### src/rtl/pipeline_hazard_ctrl_pkg.sv
// Shared definitions for the pipeline hazard controller: FSM encoding, register
// constants and the packed control-output bundle with its canned patterns.
package pipeline_hazard_ctrl_pkg;

  typedef enum logic {
    ST_RUN      = 1'b0,
    ST_MEM_WAIT = 1'b1
  } hazState_e;

  localparam logic [4:0]  REG_ZERO  = 5'd0;
  // Instruction word a flushed buffer is cleared to (sll $0,$0,0).
  localparam logic [31:0] NOP_INSTR = 32'h0000_0000;

  typedef struct packed {
    logic pcEn;
    logic pcSel;
    logic ifidEn;
    logic ifidFlush;
    logic idexEn;
    logic idexFlush;
    logic exmemEn;
    logic exmemFlush;
    logic memwbEn;
  } ctrl_t;

  localparam ctrl_t CTRL_ADVANCE = '{pcEn: 1'b1, pcSel: 1'b0, ifidEn: 1'b1, ifidFlush: 1'b0,
                                     idexEn: 1'b1, idexFlush: 1'b0, exmemEn: 1'b1,
                                     exmemFlush: 1'b0, memwbEn: 1'b1};
  localparam ctrl_t CTRL_RESET   = '{pcEn: 1'b0, pcSel: 1'b0, ifidEn: 1'b0, ifidFlush: 1'b1,
                                     idexEn: 1'b0, idexFlush: 1'b1, exmemEn: 1'b0,
                                     exmemFlush: 1'b1, memwbEn: 1'b0};
  localparam ctrl_t CTRL_FREEZE  = '{pcEn: 1'b0, pcSel: 1'b0, ifidEn: 1'b0, ifidFlush: 1'b0,
                                     idexEn: 1'b0, idexFlush: 1'b0, exmemEn: 1'b0,
                                     exmemFlush: 1'b0, memwbEn: 1'b0};
  // Branch squashes the three younger instructions while the branch itself retires.
  localparam ctrl_t CTRL_BRANCH  = '{pcEn: 1'b1, pcSel: 1'b1, ifidEn: 1'b1, ifidFlush: 1'b1,
                                     idexEn: 1'b1, idexFlush: 1'b1, exmemEn: 1'b1,
                                     exmemFlush: 1'b1, memwbEn: 1'b1};
  localparam ctrl_t CTRL_LOADUSE = '{pcEn: 1'b0, pcSel: 1'b0, ifidEn: 1'b0, ifidFlush: 1'b0,
                                     idexEn: 1'b1, idexFlush: 1'b1, exmemEn: 1'b1,
                                     exmemFlush: 1'b0, memwbEn: 1'b1};

endpackage

### src/rtl/pipeline_hazard_ctrl_load_use_detect.sv
// Combinational load-use comparator: flags an ID instruction that reads the
// destination of a load currently in EX.
module load_use_detect
  import pipeline_hazard_ctrl_pkg::*;
(
  input  logic       exMemRead,
  input  logic [4:0] exRt,
  input  logic [4:0] idRs,
  input  logic [4:0] idRt,
  output logic       hazard
);

  // $zero is never really written, so a load targeting it cannot create a dependency.
  assign hazard = exMemRead && (exRt != REG_ZERO) && ((exRt == idRs) || (exRt == idRt));

endmodule

### src/rtl/pipeline_hazard_ctrl.sv
// Per-stage enable/flush sequencer for the 5-stage pipeline: memory-wait freeze,
// taken-branch flush and load-use bubble, plus a saturating stall-cycle counter.
module pipeline_hazard_ctrl
  import pipeline_hazard_ctrl_pkg::*;
#(
  parameter int MEM_LAT = 2,
  parameter int CNT_W   = 16
) (
  input  logic             clk,
  input  logic             rst,
  input  logic [4:0]       id_rs,
  input  logic [4:0]       id_rt,
  input  logic             ex_mem_read,
  input  logic [4:0]       ex_rt,
  input  logic             mem_branch,
  input  logic             mem_zf,
  input  logic             mem_access,
  output logic             pc_en,
  output logic             pc_sel,
  output logic             ifid_en,
  output logic             ifid_flush,
  output logic             idex_en,
  output logic             idex_flush,
  output logic             exmem_en,
  output logic             exmem_flush,
  output logic             memwb_en,
  output logic [CNT_W-1:0] stall_cycles,
  output hazState_e        dbgState,
  output logic [3:0]       dbgCnt
);

  localparam int         LAT_CLAMP = (MEM_LAT > 15) ? 15 : MEM_LAT;
  localparam bit         FREEZE_ON = (LAT_CLAMP > 0);
  localparam logic [3:0] LAT_LOAD  = FREEZE_ON ? 4'(LAT_CLAMP - 1) : 4'd0;

  hazState_e        state, nextState;
  logic [3:0]       cnt, nextCnt;
  logic [CNT_W-1:0] stallCnt;
  logic             loadUse;
  logic             branchTaken;
  logic             freeze;
  ctrl_t            ctrl;

  load_use_detect uLoadUse (
    .exMemRead (ex_mem_read),
    .exRt      (ex_rt),
    .idRs      (id_rs),
    .idRt      (id_rt),
    .hazard    (loadUse)
  );

  assign branchTaken = mem_branch && mem_zf;

  always_ff @(posedge clk) begin
    if (rst) begin
      state <= ST_RUN;
      cnt   <= 4'd0;
    end else begin
      state <= nextState;
      cnt   <= nextCnt;
    end
  end

  // cnt holds the remaining freeze cycles after the current one; the release
  // cycle (MEM_WAIT, cnt==0) lets the access advance regardless of mem_access.
  always_comb begin
    nextState = state;
    nextCnt   = cnt;
    freeze    = 1'b0;
    if (FREEZE_ON) begin
      case (state)
        ST_RUN: begin
          if (mem_access) begin
            freeze    = 1'b1;
            nextCnt   = LAT_LOAD;
            nextState = ST_MEM_WAIT;
          end
        end
        ST_MEM_WAIT: begin
          if (cnt != 4'd0) begin
            freeze  = 1'b1;
            nextCnt = cnt - 4'd1;
          end else begin
            nextState = ST_RUN;
          end
        end
        default: nextState = ST_RUN;
      endcase
    end
  end

  always_comb begin
    ctrl = CTRL_ADVANCE;
    if (rst)              ctrl = CTRL_RESET;
    else if (freeze)      ctrl = CTRL_FREEZE;
    else if (branchTaken) ctrl = CTRL_BRANCH;
    else if (loadUse)     ctrl = CTRL_LOADUSE;
  end

  always_ff @(posedge clk) begin
    if (rst) begin
      stallCnt <= '0;
    end else if (!ctrl.pcEn && (stallCnt != {CNT_W{1'b1}})) begin
      stallCnt <= stallCnt + 1'b1;
    end
  end

  assign pc_en        = ctrl.pcEn;
  assign pc_sel       = ctrl.pcSel;
  assign ifid_en      = ctrl.ifidEn;
  assign ifid_flush   = ctrl.ifidFlush;
  assign idex_en      = ctrl.idexEn;
  assign idex_flush   = ctrl.idexFlush;
  assign exmem_en     = ctrl.exmemEn;
  assign exmem_flush  = ctrl.exmemFlush;
  assign memwb_en     = ctrl.memwbEn;
  assign stall_cycles = stallCnt;
  assign dbgState     = state;
  assign dbgCnt       = cnt;

endmodule

### config.mk
export PLATFORM = sky130hd
export DESIGN_NAME = pipeline_hazard_ctrl
export DESIGN_NICKNAME = d
export VERILOG_FILES = /design/src/rtl/pipeline_hazard_ctrl_pkg.sv /design/src/rtl/pipeline_hazard_ctrl_load_use_detect.sv /design/src/rtl/pipeline_hazard_ctrl.sv
export SDC_FILE = /design/constraint.sdc
export NUM_CORES = 1
export LEC_CHECK = 0
export BUFFER_PORTS_ARGS = -buffer_cell sky130_fd_sc_hd__clkbuf_2
export CAP_MARGIN = 5
export CORE_MARGIN = 3
export CORE_UTILIZATION = 45
export DETAILED_ROUTE_END_ITERATION = 8
export PLACE_DENSITY = 0.75
export SYNTH_ARGS = -nofsm -noshare
export SYNTH_HDL_FRONTEND = slang
export SYNTH_SLANG_ARGS = --single-unit
### constraint.sdc
create_clock -name clk -period 5.1 [get_ports clk]
set_input_delay 1.53 -clock clk [delete_from_list [all_inputs] [get_ports clk]]
set_output_delay 1.53 -clock clk [all_outputs]
set_load 0.005 [all_outputs]
* After elaboration in Yosys (flattened, before gate mapping)
Index checks and enable logic that the tools add are counted.
** Cells by class
- Add/sub/neg operators :: 2
- Bitwise logic cells :: 1
- Reduce and logical (&&, ||, !) cells :: 9
- Multiplexer cells :: 10
- Equal/unequal tests :: 5
** Operators with widths (number)
- 9-bit two-way mux :: 4
- 16-bit by 1-bit adder with 16-bit output, second input constant :: 1
- 16-bit inequality test, second input constant :: 1
- 5-bit equality test :: 2
- 4-bit two-way mux :: 2
- 4-bit one-hot mux with 2 select lines :: 1
- 5-bit nonzero test :: 1
- 1-bit logical AND :: 4
- 4-bit nonzero test :: 1
- 4-bit by 1-bit subtractor with 4-bit output, second input constant :: 1
- 1-bit two-way mux :: 2
- 2-bit by 1-bit inequality test with 1-bit output, second input constant :: 1
- 2-bit inequality test, second input constant :: 1
- 1-bit one-hot mux with 2 select lines :: 1
- 2-bit AND reduction :: 1
- 1-bit logical NOT :: 1
- 1-bit logical OR :: 1
- 1-bit NOT :: 1
** Word-level totals
- Bits in registers :: 21
- Logic and storage cells :: 30

* Longest topological paths before layout
- Depth in word-level cells :: 9
- Depth in mapped cells :: 10
- Depth with buffers taken out :: 8

* Modules after synthesis
A second synthesis with hierarchy kept.
** Second synthesis, totals
- Cell total of the unflattened synthesis :: 157
- Area, all modules :: 1347.5 um^2
** By module, submodules not included
- pipeline_hazard_ctrl :: area an instance 1222.4 um^2, instances 1, cells each 140
- load_use_detect :: area an instance 125.1 um^2, instances 1, cells each 17

* Least setup slack after synthesis
OpenSTA, ideal clock, no wires.
- Path type :: input -> output
- Start point :: input port ex_rt[0]
- End point :: output port pc_en
- Setup slack :: 866 ps
- Data arrival time :: 2704 ps
- Cell stages on the path :: 5
- Data required time :: 3570 ps
- Cell sequence :: or4_1 o21ai_2 nor2_1 a21boi_0 buf_4
** On the way
- Cells in the longest elaborated chain, start to end :: 7
** Ends and longest elaborated chain
- from (decl) :: RTL line pipeline_hazard_ctrl.sv:14 : input logic [4:0] ex_rt,
- 5-bit equality test / 5-bit nonzero test (equally long branches) :: RTL line pipeline_hazard_ctrl_load_use_detect.sv:14 : assign hazard = exMemRead && (exRt != REG_ZERO) && ((exRt == idRs) || (exRt == idRt));
- 1-bit logical OR / 1-bit logical AND (equally long branches) :: RTL line pipeline_hazard_ctrl_load_use_detect.sv:14
- 1-bit logical AND (*) :: RTL line pipeline_hazard_ctrl_load_use_detect.sv:14
- 9-bit two-way mux (*) :: RTL line pipeline_hazard_ctrl.sv:97 : else if (loadUse) ctrl = CTRL_LOADUSE;
- 9-bit two-way mux (*) :: RTL line pipeline_hazard_ctrl.sv:96 : else if (branchTaken) ctrl = CTRL_BRANCH;
- 9-bit two-way mux (*) :: RTL line pipeline_hazard_ctrl.sv:95 : else if (freeze) ctrl = CTRL_FREEZE;
- 9-bit two-way mux (*) :: RTL line pipeline_hazard_ctrl.sv:94 : if (rst) ctrl = CTRL_RESET;
- to (decl) :: RTL line pipeline_hazard_ctrl.sv:18 : output logic pc_en,
Every way passes the cells marked *; elsewhere a longest branch is shown, timed or not.

* Worst setup path after layout
Ends and elaborated chain as after synthesis.

==> impl_metrics.py <==
metrics = {
    "run_status": {
        "status": "finished clean",
    },
    "floorplan": {
        "dieWidth_um": 59.33,
        "io_pins": 51,
        "dieArea_um2": 3520,
        "start_util": 0.4942,
        "core-area_um2": 2590,
        "die_y_um": 59.33,
        "std_cell_rows": 18,
    },
    "power": {
        "powerDensity_nw_per_um2": 226.1,
        "switching_share": 0.3011,
        "power_uw": 344.9,
        "clockPowerShare": 0.237,
        "seq_power_share": 0.526,
        "internal-power_uw": 241.0,
        "p_comb_frac": 0.237,
        "vdd_drop_max_mv": 0.1704,
        "p_switching_uw": 103.8,
        "leakage_nw": 0.6066,
    },
    "sta": {
        "setup_viol": 0,
        "fmaxAchievable_mhz": 229.7,
        "timing.final.hold_violations": 0,
        "max_slew_margin": 0.5807,
        "setup_ws_ns": 0.7465,
        "finalSetupTns_ns": 0,
        "timing.hold.ws_ns": 0.5245,
        "tightestPinTransition_ns": 0.6267,
        "slew_viol_final": 0,
        "rsz0062_at_grt": "no",
        "clock_skew_ns": 0.01311,
        "min_period_over_period": 0.8536,
        "period_minus_slack_ns": 4.353,
    },
    "place": {
        "placed_cells": 226,
        "place_area_um2": 1499,
        "place.gp.congestion": 0.7784,
        "place_ws_ns": 0.7332,
        "dpl.hpwl_um": 2242,
        "portBuffers": 50,
    },
    "yosys": {
        "syn_inst": 154,
        "synth-main-ff-cell": "dfxtp_1",
        "synth_edf_count": 0,
        "yosys_warnings": 0,
        "synth_top_area_cell": "dfxtp_1",
        "synthArstFlopShare": 0,
        "avgSynthCellArea_um2": 8.312,
        "syn_nets": 177,
        "ys_types": 42,
        "seq_area_frac_synth": 0.3284,
        "synth_area_um2": 1280,
        "synth_area_leaders": "dfxtp_1 (33%), xnor2_1 (7.5%), or3_1 (6.4%), a21oi_1 (6.3%), o21ai_1 (4.7%)",
        "synth_top_area_share": 0.3284,
        "synth-seq-cells": 21,
    },
    "clock_network": {
        "ctsResizeCount": 0,
        "h-tree-depth": 1,
        "postCtsSetupBuffers": 0,
        "clkTransAtPathRegs_ns": 0.13,
        "numCtsBuffers": 3,
        "root_buffer": "clkbuf_4",
        "cts.path.max_buffers": 2,
        "cts_sinks": 21,
        "cts_tree": "done",
        "worst_skew_pair.late_latency_ns": 0.31,
        "postCtsHoldBufs": 0,
    },
    "setup_path": {
        "slowest_stage": "or4_1",
        "end_kind": "output port",
        "cp.arrival_ns": 2.82,
        "critPathBufInv": 2,
        "slowest_delay_ns": 0.55,
        "critical_path.max_fanout": 3,
        "startpoint_type": "input port",
        "crit_chain": "clkbuf_2 > or4_1 > o21ai_2 > nor2_1 > a21boi_0 > clkbuf_2",
        "crit_type": "in -> out",
        "cp_num_cells": 6,
        "cpMostUsedCell": "clkbuf_2",
        "worstPathRequired_ns": 3.57,
        "path_delay_family": "simple AND/OR/NAND/NOR gates",
        "r2r_cells": 8,
    },
    "grt": {
        "grt.overflow.total": 0,
        "grtUsageTotal": 0.1711,
        "grt_max_degree": 29,
        "grt_antenna_before_repair": 0,
        "grt_first_pass_wirelength_um": 4830,
        "first_global_vias": 1109,
    },
    "final_layout": {
        "stdcell_count": 230,
        "num-nets-final": 224,
        "syn2layout_area_growth_pct": 19.16,
        "final_area_um2": 1525,
        "drive_gt1_frac": 0.3050,
        "diodes": 0,
        "final_util": 0.5889,
        "layout_commonest_cell": "clkbuf_2",
        "layout_common_cells": "clkbuf_2 (50), dfxtp_1 (21), a21oi_1 (16), or3_1 (13), o21ai_1 (12)",
    },
    "detailed_routing": {
        "antenna_left": 0,
        "detail_route.first_pass.iterations": 4,
        "routed-via-count": 1300,
        "viasPerCell": 5.652,
        "drtIter0Drc": 57,
        "drt-wirelength-per-cell_um": 12.80,
        "drc": 0,
        "wirelength_um": 2945,
    },
    "job": {
        "drv_cap": 0,
    },
    "hold_path": {
        "worstHoldPathCells": 2,
        "hold_class": "reg -> reg",
    },
}
[final cells by class]
type                    instances  area (µm²)
fillers                       247        1065
well taps                      30       37.54
clock buffers                   4       26.28
flip-flops and latches         21       420.4
repair buffers                 50       250.2
multi-input cells             120       772.0
inverters                       5       18.77
[logic make-up (layout without fill, tap and decap cells)]
logic type | count (synthesis) | in the layout | share of synthesized area
DFF | 21 | 21 | 0.3284
xor gates and xnor gates | 12 | 12 | 0.08211
muxes | 1 | 1 | 0.007820
adders and majority gates | 2 | 2 | 0.01955
AOI/OAI and AO/OA | 40 | 40 | 0.1926
and+or+nand+nor | 65 | 65 | 0.3011
buffers and inverters | 13 | 59 | 0.06843
[state kept, by name, indices dropped and copies added, names as in the netlist]
signal        flops
dbgCnt            4
dbgState          1
stall_cycles     16
[layer usage]
metal | GRT usage | vias to the layer above | routed length, µm
met1 | 0.2384 | 598 | 1396
li1 | - | 646 | -
met4 | 0.04854 | 0 | 0
met2 | 0.2808 | 56 | 1368
met3 | 0.01307 | 0 | 180
met5 | 0 | - | 0
[cells in the mapped netlist, types with 2 or more instances]
cell type / number
ha_1: 2
and2_1: 2
xnor2_1: 11
nand4_1: 5
nand2_1: 9
a21oi_1: 16
a21o_1: 2
clkbuf_1: 2
nand3_1: 8
or2_2: 2
nor2_1: 10
o21ai_0: 2
o21ai_1: 12
buf_4: 4
or3_1: 13
nor3_1: 2
inv_1: 5
nand4b_1: 2
dfxtp_1: 21
nor2b_1: 2
[power groups by stage]
stage | sequential (mW) | clock, mW | combinational (mW)
finish | 0.181 | 0.0816 | 0.0818
detailed placement | 0.185 | 0 | 0.0820
global route | 0.183 | 0.0916 | 0.0917
CTS | 0.181 | 0.0814 | 0.0828
floorplan | 0.184 | 0 | 0.0589
global placement | 0.184 | 0 | 0.0791
[worst register-to-register path, cell delays in order (launching register included)]
cell and delay, ns:
dfxtp_1 0.36, inv_1 0.07, ha_1 0.18, nor3b_2 0.27, a21oi_2 0.12, nor2_1 0.37, a2bb2oi_4 0.55, mux2i_1 0.25
nor2_1 0.05
[final timing paths]
kind,start,endpoint,slack (ns)
min,stall_cycles[6],stall_cycles[6],0.52
max reg2reg,dbgCnt[0],stall_cycles[1],2.76
max,ex_rt[0],pc_en,0.75
min reg2reg,stall_cycles[6],stall_cycles[6],0.52
Note: power is estimated with default switching activity, not from simulation.
